## config.mk

```make
export PLATFORM = sky130hd
export DESIGN_NAME = cnt60
export DESIGN_NICKNAME = d
export VERILOG_FILES = /design/src/rtl/cnt60_pkg.sv /design/src/rtl/cnt60_seg7dec.sv /design/src/rtl/cnt60.sv
export SDC_FILE = /design/constraint.sdc
export NUM_CORES = 1
export LEC_CHECK = 0
export BUFFER_PORTS_ARGS = -buffer_cell sky130_fd_sc_hd__buf_4
export CORE_UTILIZATION = 48
export DETAILED_ROUTE_END_ITERATION = 10
export HOLD_SLACK_MARGIN = 0.15
export PLACE_DENSITY_LB_ADDON = 0.2
export SYNTH_ARGS = -nofsm -noshare
export SYNTH_HDL_FRONTEND = slang
export SYNTH_SLANG_ARGS = --single-unit
```

## constraint.sdc

```tcl
create_clock -name CLK -period 2.25 [get_ports CLK]
set_input_delay 0.3375 -clock CLK [delete_from_list [all_inputs] [get_ports CLK]]
set_output_delay 0.3375 -clock CLK [all_outputs]
set_load 0.01 [all_outputs]
```

## src/rtl/cnt60_pkg.sv

```systemverilog
// cnt60_pkg: constants shared by the modulo-60 BCD counter and its
// 7-segment decoders.
//   DIGIT_W   : width of one BCD digit
//   LOW_MAX   : last value of the ones digit before it wraps
//   UP_MAX    : last value of the tens digit before it wraps
//   SEG_TABLE : active-low {g,f,e,d,c,b,a} patterns for digits 0-9
//   SEG_BLANK : all segments off, shown for non-BCD codes 10-15
package cnt60_pkg;

   localparam int unsigned DIGIT_W = 4;
   localparam int unsigned SEG_W   = 7;

   localparam logic [DIGIT_W-1:0] LOW_MAX = 4'd9;
   localparam logic [DIGIT_W-1:0] UP_MAX  = 4'd5;

   localparam logic [SEG_W-1:0] SEG_BLANK = 7'b1111111;

   localparam logic [SEG_W-1:0] SEG_TABLE [0:9] = '{
      7'b1000000,  // 0
      7'b1111001,  // 1
      7'b0100100,  // 2
      7'b0110000,  // 3
      7'b0011001,  // 4
      7'b0010010,  // 5
      7'b0000010,  // 6
      7'b1111000,  // 7
      7'b0000000,  // 8
      7'b0010000   // 9
   };

endpackage

```

## src/rtl/cnt60_seg7dec.sv

```systemverilog
// seg7dec: BCD digit to active-low 7-segment pattern, purely combinational.
//   digit : 4-bit input code
//   seg   : 7-bit active-low segments, bit order {g,f,e,d,c,b,a};
//           codes 10-15 are shown blank
module seg7dec
   import cnt60_pkg::*;
(
   input  logic [DIGIT_W-1:0] digit,
   output logic [SEG_W-1:0]   seg
);

   always_comb begin
      seg = SEG_BLANK;
      if (digit <= LOW_MAX) begin
         seg = SEG_TABLE[digit];
      end
   end

endmodule

```

## src/rtl/cnt60.sv

```systemverilog
// cnt60: modulo-60 two-digit BCD counter with 7-segment outputs.
//   CLK      : system clock, rising edge
//   RST      : synchronous active-high reset, overrides cnten
//   cnten    : count enable, one step per rising edge while high
//   digitlow : ones digit register (0-9)
//   digitup  : tens digit register (0-5)
//   cnt60up  : combinational carry, high while enabled at count 59
//   hex0     : active-low segments of digitlow
//   hex1     : active-low segments of digitup
module cnt60
   import cnt60_pkg::*;
(
   input  logic               CLK,
   input  logic               RST,
   input  logic               cnten,
   output logic [DIGIT_W-1:0] digitlow,
   output logic [DIGIT_W-1:0] digitup,
   output logic               cnt60up,
   output logic [SEG_W-1:0]   hex0,
   output logic [SEG_W-1:0]   hex1
);

   // Comparisons use >= so that out-of-range digits (e.g. after a force)
   // recover to zero on the next enabled edge instead of counting upward.
   always_ff @(posedge CLK) begin
      if (RST) begin
         digitlow <= '0;
         digitup  <= '0;
      end else if (cnten) begin
         if (digitlow >= LOW_MAX) begin
            digitlow <= '0;
            if (digitup >= UP_MAX) begin
               digitup <= '0;
            end else begin
               digitup <= digitup + 1'b1;
            end
         end else begin
            digitlow <= digitlow + 1'b1;
         end
      end
   end

   assign cnt60up = cnten & (digitup == UP_MAX) & (digitlow == LOW_MAX);

   seg7dec u_dec_low (
      .digit (digitlow),
      .seg   (hex0)
   );

   seg7dec u_dec_up (
      .digit (digitup),
      .seg   (hex1)
   );

endmodule

```

==> results of run 1 <==
==> critical path, cell delays in order, from the launching register on <==
cell	delay [ps]
dfxtp_2	350
inv_1	150
ha_1	260
nor2_1	70
and2_1	180
o32a_1	330
buf_4	140
==> final timing paths <==
kind | startpoint | end | slack [ps]
max | digitup[0]$_SDFFE_PP0P_ | hex1[6] | 180
min | RST | digitup[2]$_SDFFE_PP0P_ | 290
max reg2reg | digitup[1]$_SDFFE_PP0P_ | digitup[2]$_SDFFE_PP0P_ | 670
min reg2reg | digitup[0]$_SDFFE_PP0P_ | digitup[0]$_SDFFE_PP0P_ | 560
==> through the flow <==
step	hold slack, ps	cell area, sq um	total power [W]	setup slack (ps)
after global placement	564	960	0.000251	421
after detailed placement	573	960	0.000253	403
final	295	986	0.000370	176
after CTS	292	982	0.000370	108
after floorplan	584	769	0.000212	521
after global routing	295	986	0.000389	80.2
==> layer usage <==
| layer | vias to the layer above | global-route usage (%) | routed length [um] |
|---|---|---|---|
| met5 | - | 0 | 0 |
| met4 | 0 | 5.00 | 0 |
| met3 | 0 | 8.62 | 87 |
| met2 | 18 | 39.4 | 886 |
| met1 | 353 | 21.5 | 780 |
| li1 | 396 | - | - |
==> synth_stat cells <==
cell / count
dfxtp_1: 8
nand3_1: 2
o21ai_0: 7
o21a_1: 1
a21oi_4: 1
or3_1: 1
nand2_1: 10
mux2i_1: 4
and2_1: 1
a21oi_1: 4
a2bb2oi_1: 1
buf_1: 1
nand2b_1: 3
a21bo_1: 1
a32oi_1: 1
clkbuf_1: 3
xor2_1: 1
o32a_1: 1
xnor2_1: 2
a211oi_1: 2
o22a_1: 1
ha_1: 11
nor3b_1: 1
nor3_1: 5
o31ai_1: 1
buf_2: 2
nand4_1: 1
nor4_1: 1
nand2b_4: 1
a21oi_2: 1
inv_1: 7
nor2_1: 16
==> cell usage in the layout (no fill, tap or decap), types with 4 or more instances in the layout <==
cell     netlist  layout
dfxtp_1        8       5
inv_1          7       7
nor3_1         5       5
o21ai_0        7       7
nand2_1       10      10
nor2_1        16      16
a21oi_1        4       4
mux2i_1        4       4
buf_4          0      26
ha_1          11      11
==> sequential cells by signal, indices dropped and copies added, names as in the netlist <==
signal and count:
digitlow 4, digitup 4
==> kinds of logic after synthesis <==
family                   synth area share [%]
buffers and inverters                    6.67
AO/OA/AOI/OAI                            20.3
XOR/XNOR                                 3.42
flip-flops                               20.8
adder cells (fa/ha/maj)                  17.9
multiplexers                             5.20
AND/OR/NAND/NOR                          25.7
==> cell type report <==
| cell class | count | share of cell area [%] |
|---|---|---|
| inverter | 7 | 2.66 |
| timing repair buffer | 26 | 19.8 |
| multi-input combinational | 82 | 56.6 |
| tap | 16 | 2.03 |
| clock buffer | 3 | 2.28 |
| sequential | 8 | 16.6 |
==> power by group <==
part           switching [W]  leakage (nW)  internal [W]
combinational      0.0000518         0.372     0.0000458
clock              0.0000588        0.0138     0.0000617
sequential        0.00000573        0.0663      0.000146
==> what timing repair did <==
action,CTS,global route
hold buffers,0,0
resized for setup,0,3
endpoints found under the setup margin,0,3
==> impl_metrics.ini, run 1 <==
[global_routing]
grt_first_pass_wirelength_mm = 2.85
grt-ovfl-total = 0
antenna_found_initial = 0
first_global_vias = 674
grt_max_degree = 16
grtUsageTotal_pct = 21.0

[floorplan]
dieArea_sq_um = 1770
num_rows = 14
io_pins = 26
core-area_sq_um = 1510
die_x_um = 42.0
start_util_pct = 51.1
die_h_um = 42.0

[sta]
hold_violations = 0
fin_crit_sh_pct = 92.2
drv_slew = 0
post-route-min-period_ps = 2070
setup_violations = 0
worst_pin_slew_ps = 430
setup_tns_ps = 0
final.setup_skew_ps = 1.74
slew_headroom_pct = 71.3
rsz0062_at_grt = no
fmax_ghz = 0.482

[clock_tree]
cts-root-buf = clkbuf_4
clock_latency_ps = 260
postCtsSetupBuffers = 0
cts.clk_slew.worst_paths_ps = 60
h-tree-depth = 1
cts_tree = built
cts_buffers = 3
clockBufferDepth = 2
cts.sinks = 8

[setup_path]
cp.required_ps = 1910
cp.arrival_ps = 1740
start_kind = register
crit_fanout = 6
crit_path_end_kind = output pin
critPathKind = reg -> out
r2r_cells = 6

[synth]
netlist_area_sq_um = 769
syn-mean-instance-area_sq_um = 7.47
ys.warnings.count = 0
synth_fp_nets = 117
ys_ff_latch = 8
synth_sequential_area_ratio_pct = 20.8
synth_cell_type_count = 32
netlist.area_leader.share_pct = 20.8
netlist_top_cells_area = dfxtp_1, ha_1, nor2_1
netlist_instances = 103
synth_largest_area_cell = dfxtp_1

[power]
leakage_nw = 0.452
power_density_nw_per_um2 = 375
vdd_drop_max_v = 0.000411

[routing]
drc = 0
first_pass_iters = 3
first_iter_violations = 7
wire_per_inst_um = 12.4
routed_wl_mm = 1.76
vias = 767
ant_nets = 0
vias_per_cell = 5.40

[final_layout]
multiInputGateArea_sq_um = 558
layout-drive-gt1-share_pct = 27.8
fill_cells = 139
syn_to_final_growth_pct = 28.1
finalNonFillerCells = 142
fin_util_pct = 65.4
n_antenna_cell = 0
nets = 142
seq_area_sq_um = 164

[placed_design]
dp_hpwl_mm = 1.29
gp_congestion = 0.813
io_buffers = 25
place_inst = 139

[status]
status = finished, final reports clean

[hold_path]
worstHoldPathCells = 2
hp-class = in -> reg

[flow_run]
maxCapViolations = 0
Power figures use the tool's default switching activity.
==> inputs of run 2 (changes only) <==
Settings changed: CELL_PAD_IN_SITES_DETAIL_PLACEMENT set to 0, CELL_PAD_IN_SITES_GLOBAL_PLACEMENT set to 1, CORE_UTILIZATION 48 to 37.
==> run 2 against run 1 <==
Against the previous run: total power fell by 5.0%; clock power fell by 14%; critical path depth rose by 1; maximum frequency barely moved; final cell count rose by 7.0%; final area rose by 0.38%; non-clock buffer count fell by 1; die area rose by 28%; clock skew rose by 0.82 ps; first-iteration DRC count rose by 57%; core utilization fell by 15 points; worst hold slack improved by 8.0 ps; critical path type unchanged; largest cell class unchanged.
==> impl_metrics.ini, run 2 (synthesized netlist as in run 1, its figures left out) <==
[hold_path]
hp-class = in -> reg

[final_layout]
layout_commonest_cell = buf_4
nets = 141
finalInstanceArea_sq_um = 990
layout-drive-gt1-share_pct = 25.6
seq_area_sq_um = 161
fill_cells = 224
n_antenna_cell = 0
multiInputGateArea_sq_um = 558
mostFrequentLayoutCells = buf_4, nor2_1, ha_1
reg_top3 = digitlow x4, digitup x4
syn_to_final_growth_pct = 28.6

[clock_tree]
clock_latency_ps = 240
clockBufferDepth = 2
cts.sinks = 8
cts_buffers = 3
cts_tree = built
hold_buffers = 0
cts.clk_slew.worst_paths_ps = 50
cts-root-buf = clkbuf_4
h-tree-depth = 1

[sta]
rsz0062_at_grt = no
worst_pin_slew_ps = 452
drv_slew = 0
setup_tns_ps = 0
post-route-min-period_ps = 2070
fmax_ghz = 0.482
final.setup_skew_ps = 2.56
hold_violations = 0
fin_crit_sh_pct = 92.2
setup_violations = 0
timing.final.ws_setup_ps = 176
slew_headroom_pct = 69.8

[routing]
first_pass_iters = 4
vias = 721
ant_nets = 0
first_iter_violations = 11
vias_per_cell = 4.74
wire_per_inst_um = 11.4
drc = 0
routed_wl_mm = 1.73

[floorplan]
dieArea_sq_um = 2270
core-area_sq_um = 1960
die_h_um = 47.6
num_rows = 16
io_pins = 26
die_x_um = 47.6
start_util_pct = 39.2

[placed_design]
pre_cts_slack_ps = 347
gp_congestion = 0.840
io_buffers = 25
dp_hpwl_mm = 1.34
placed_area_sq_um = 966

[global_routing]
first_global_vias = 579
antenna_found_initial = 0
grt-ovfl-total = 0
grt_first_pass_wirelength_mm = 2.66
grtUsageTotal_pct = 16.4
grt_max_degree = 16

[power]
vdd_drop_max_v = 0.000334
power_density_nw_per_um2 = 355
leakage_nw = 0.446

[setup_path]
critPathKind = reg -> out
cp.required_ps = 1910
start_kind = register
crit_fanout = 8
crit_path_end_kind = output pin
cp.arrival_ps = 1740

[flow_run]
maxCapViolations = 0

[status]
status = finished, final reports clean
## run 2: timing repair
item	CTS	global route
setup endpoints to repair	0	3
hold endpoints to repair	0	0
setup buffers	0	0
resized for setup	0	1
## run 2: final cells by class
class	instances	share of cell area [%]
Tap cell	27	3.41
Sequential cell	8	16.3
Inverter	7	2.65
Timing Repair Buffer	25	19.0
Clock buffer	3	2.28
Multi-Input combinational cell	82	56.4
## run 2: stage by stage
step	utilization (%)	hold slack [ps]	power, W	instances
after floorplan	-	584	0.000212	103
after global placement	49.2	561	0.000250	149
after detailed placement	49.2	559	0.000251	149
after CTS	50.4	293	0.000357	152
after global routing	50.4	316	0.000374	152
final	50.4	303	0.000351	152
## run 2: power by group
group | leakage, nW | switching, W | internal (W)
clock network | 0.0138 | 0.0000432 | 0.0000607
logic | 0.367 | 0.0000475 | 0.0000434
registers | 0.0651 | 0.0000100 | 0.000146
total | 0.446 | 0.000101 | 0.000251
## run 2: worst paths after layout
path                                          startpoint                 endpoint  slack [ps]  cells past startpoint
worst min register to register   digitup[0]$_SDFFE_PP0P_  digitup[0]$_SDFFE_PP0P_         600                      2
worst min-delay path                                 RST  digitup[2]$_SDFFE_PP0P_         300                      2
worst max register to register   digitup[1]$_SDFFE_PP0P_  digitup[2]$_SDFFE_PP0P_         600                      6
worst max-delay path            digitlow[1]$_SDFFE_PP0P_                  hex0[0]         180                      7
## run 2: critical path, stage by stage (launching register included)
cell	delay (ps)
dfxtp_1	470
inv_1	120
ha_1	250
nor2_1	190
nand2_1	130
o21a_1	160
nand2_1	60
buf_4	110
## run 2: routing by layer
layer / vias to the layer above / part of all wire (%) / GRT usage (%) / wire, um
met5: - / 0 / 0 / 0
met4: 0 / 0 / 6.67 / 0
met3: 0 / 2.5 / 1.13 / 43
met2: 13 / 42 / 22.2 / 724
met1: 314 / 56 / 26.3 / 958
li1: 394 / - / - / -
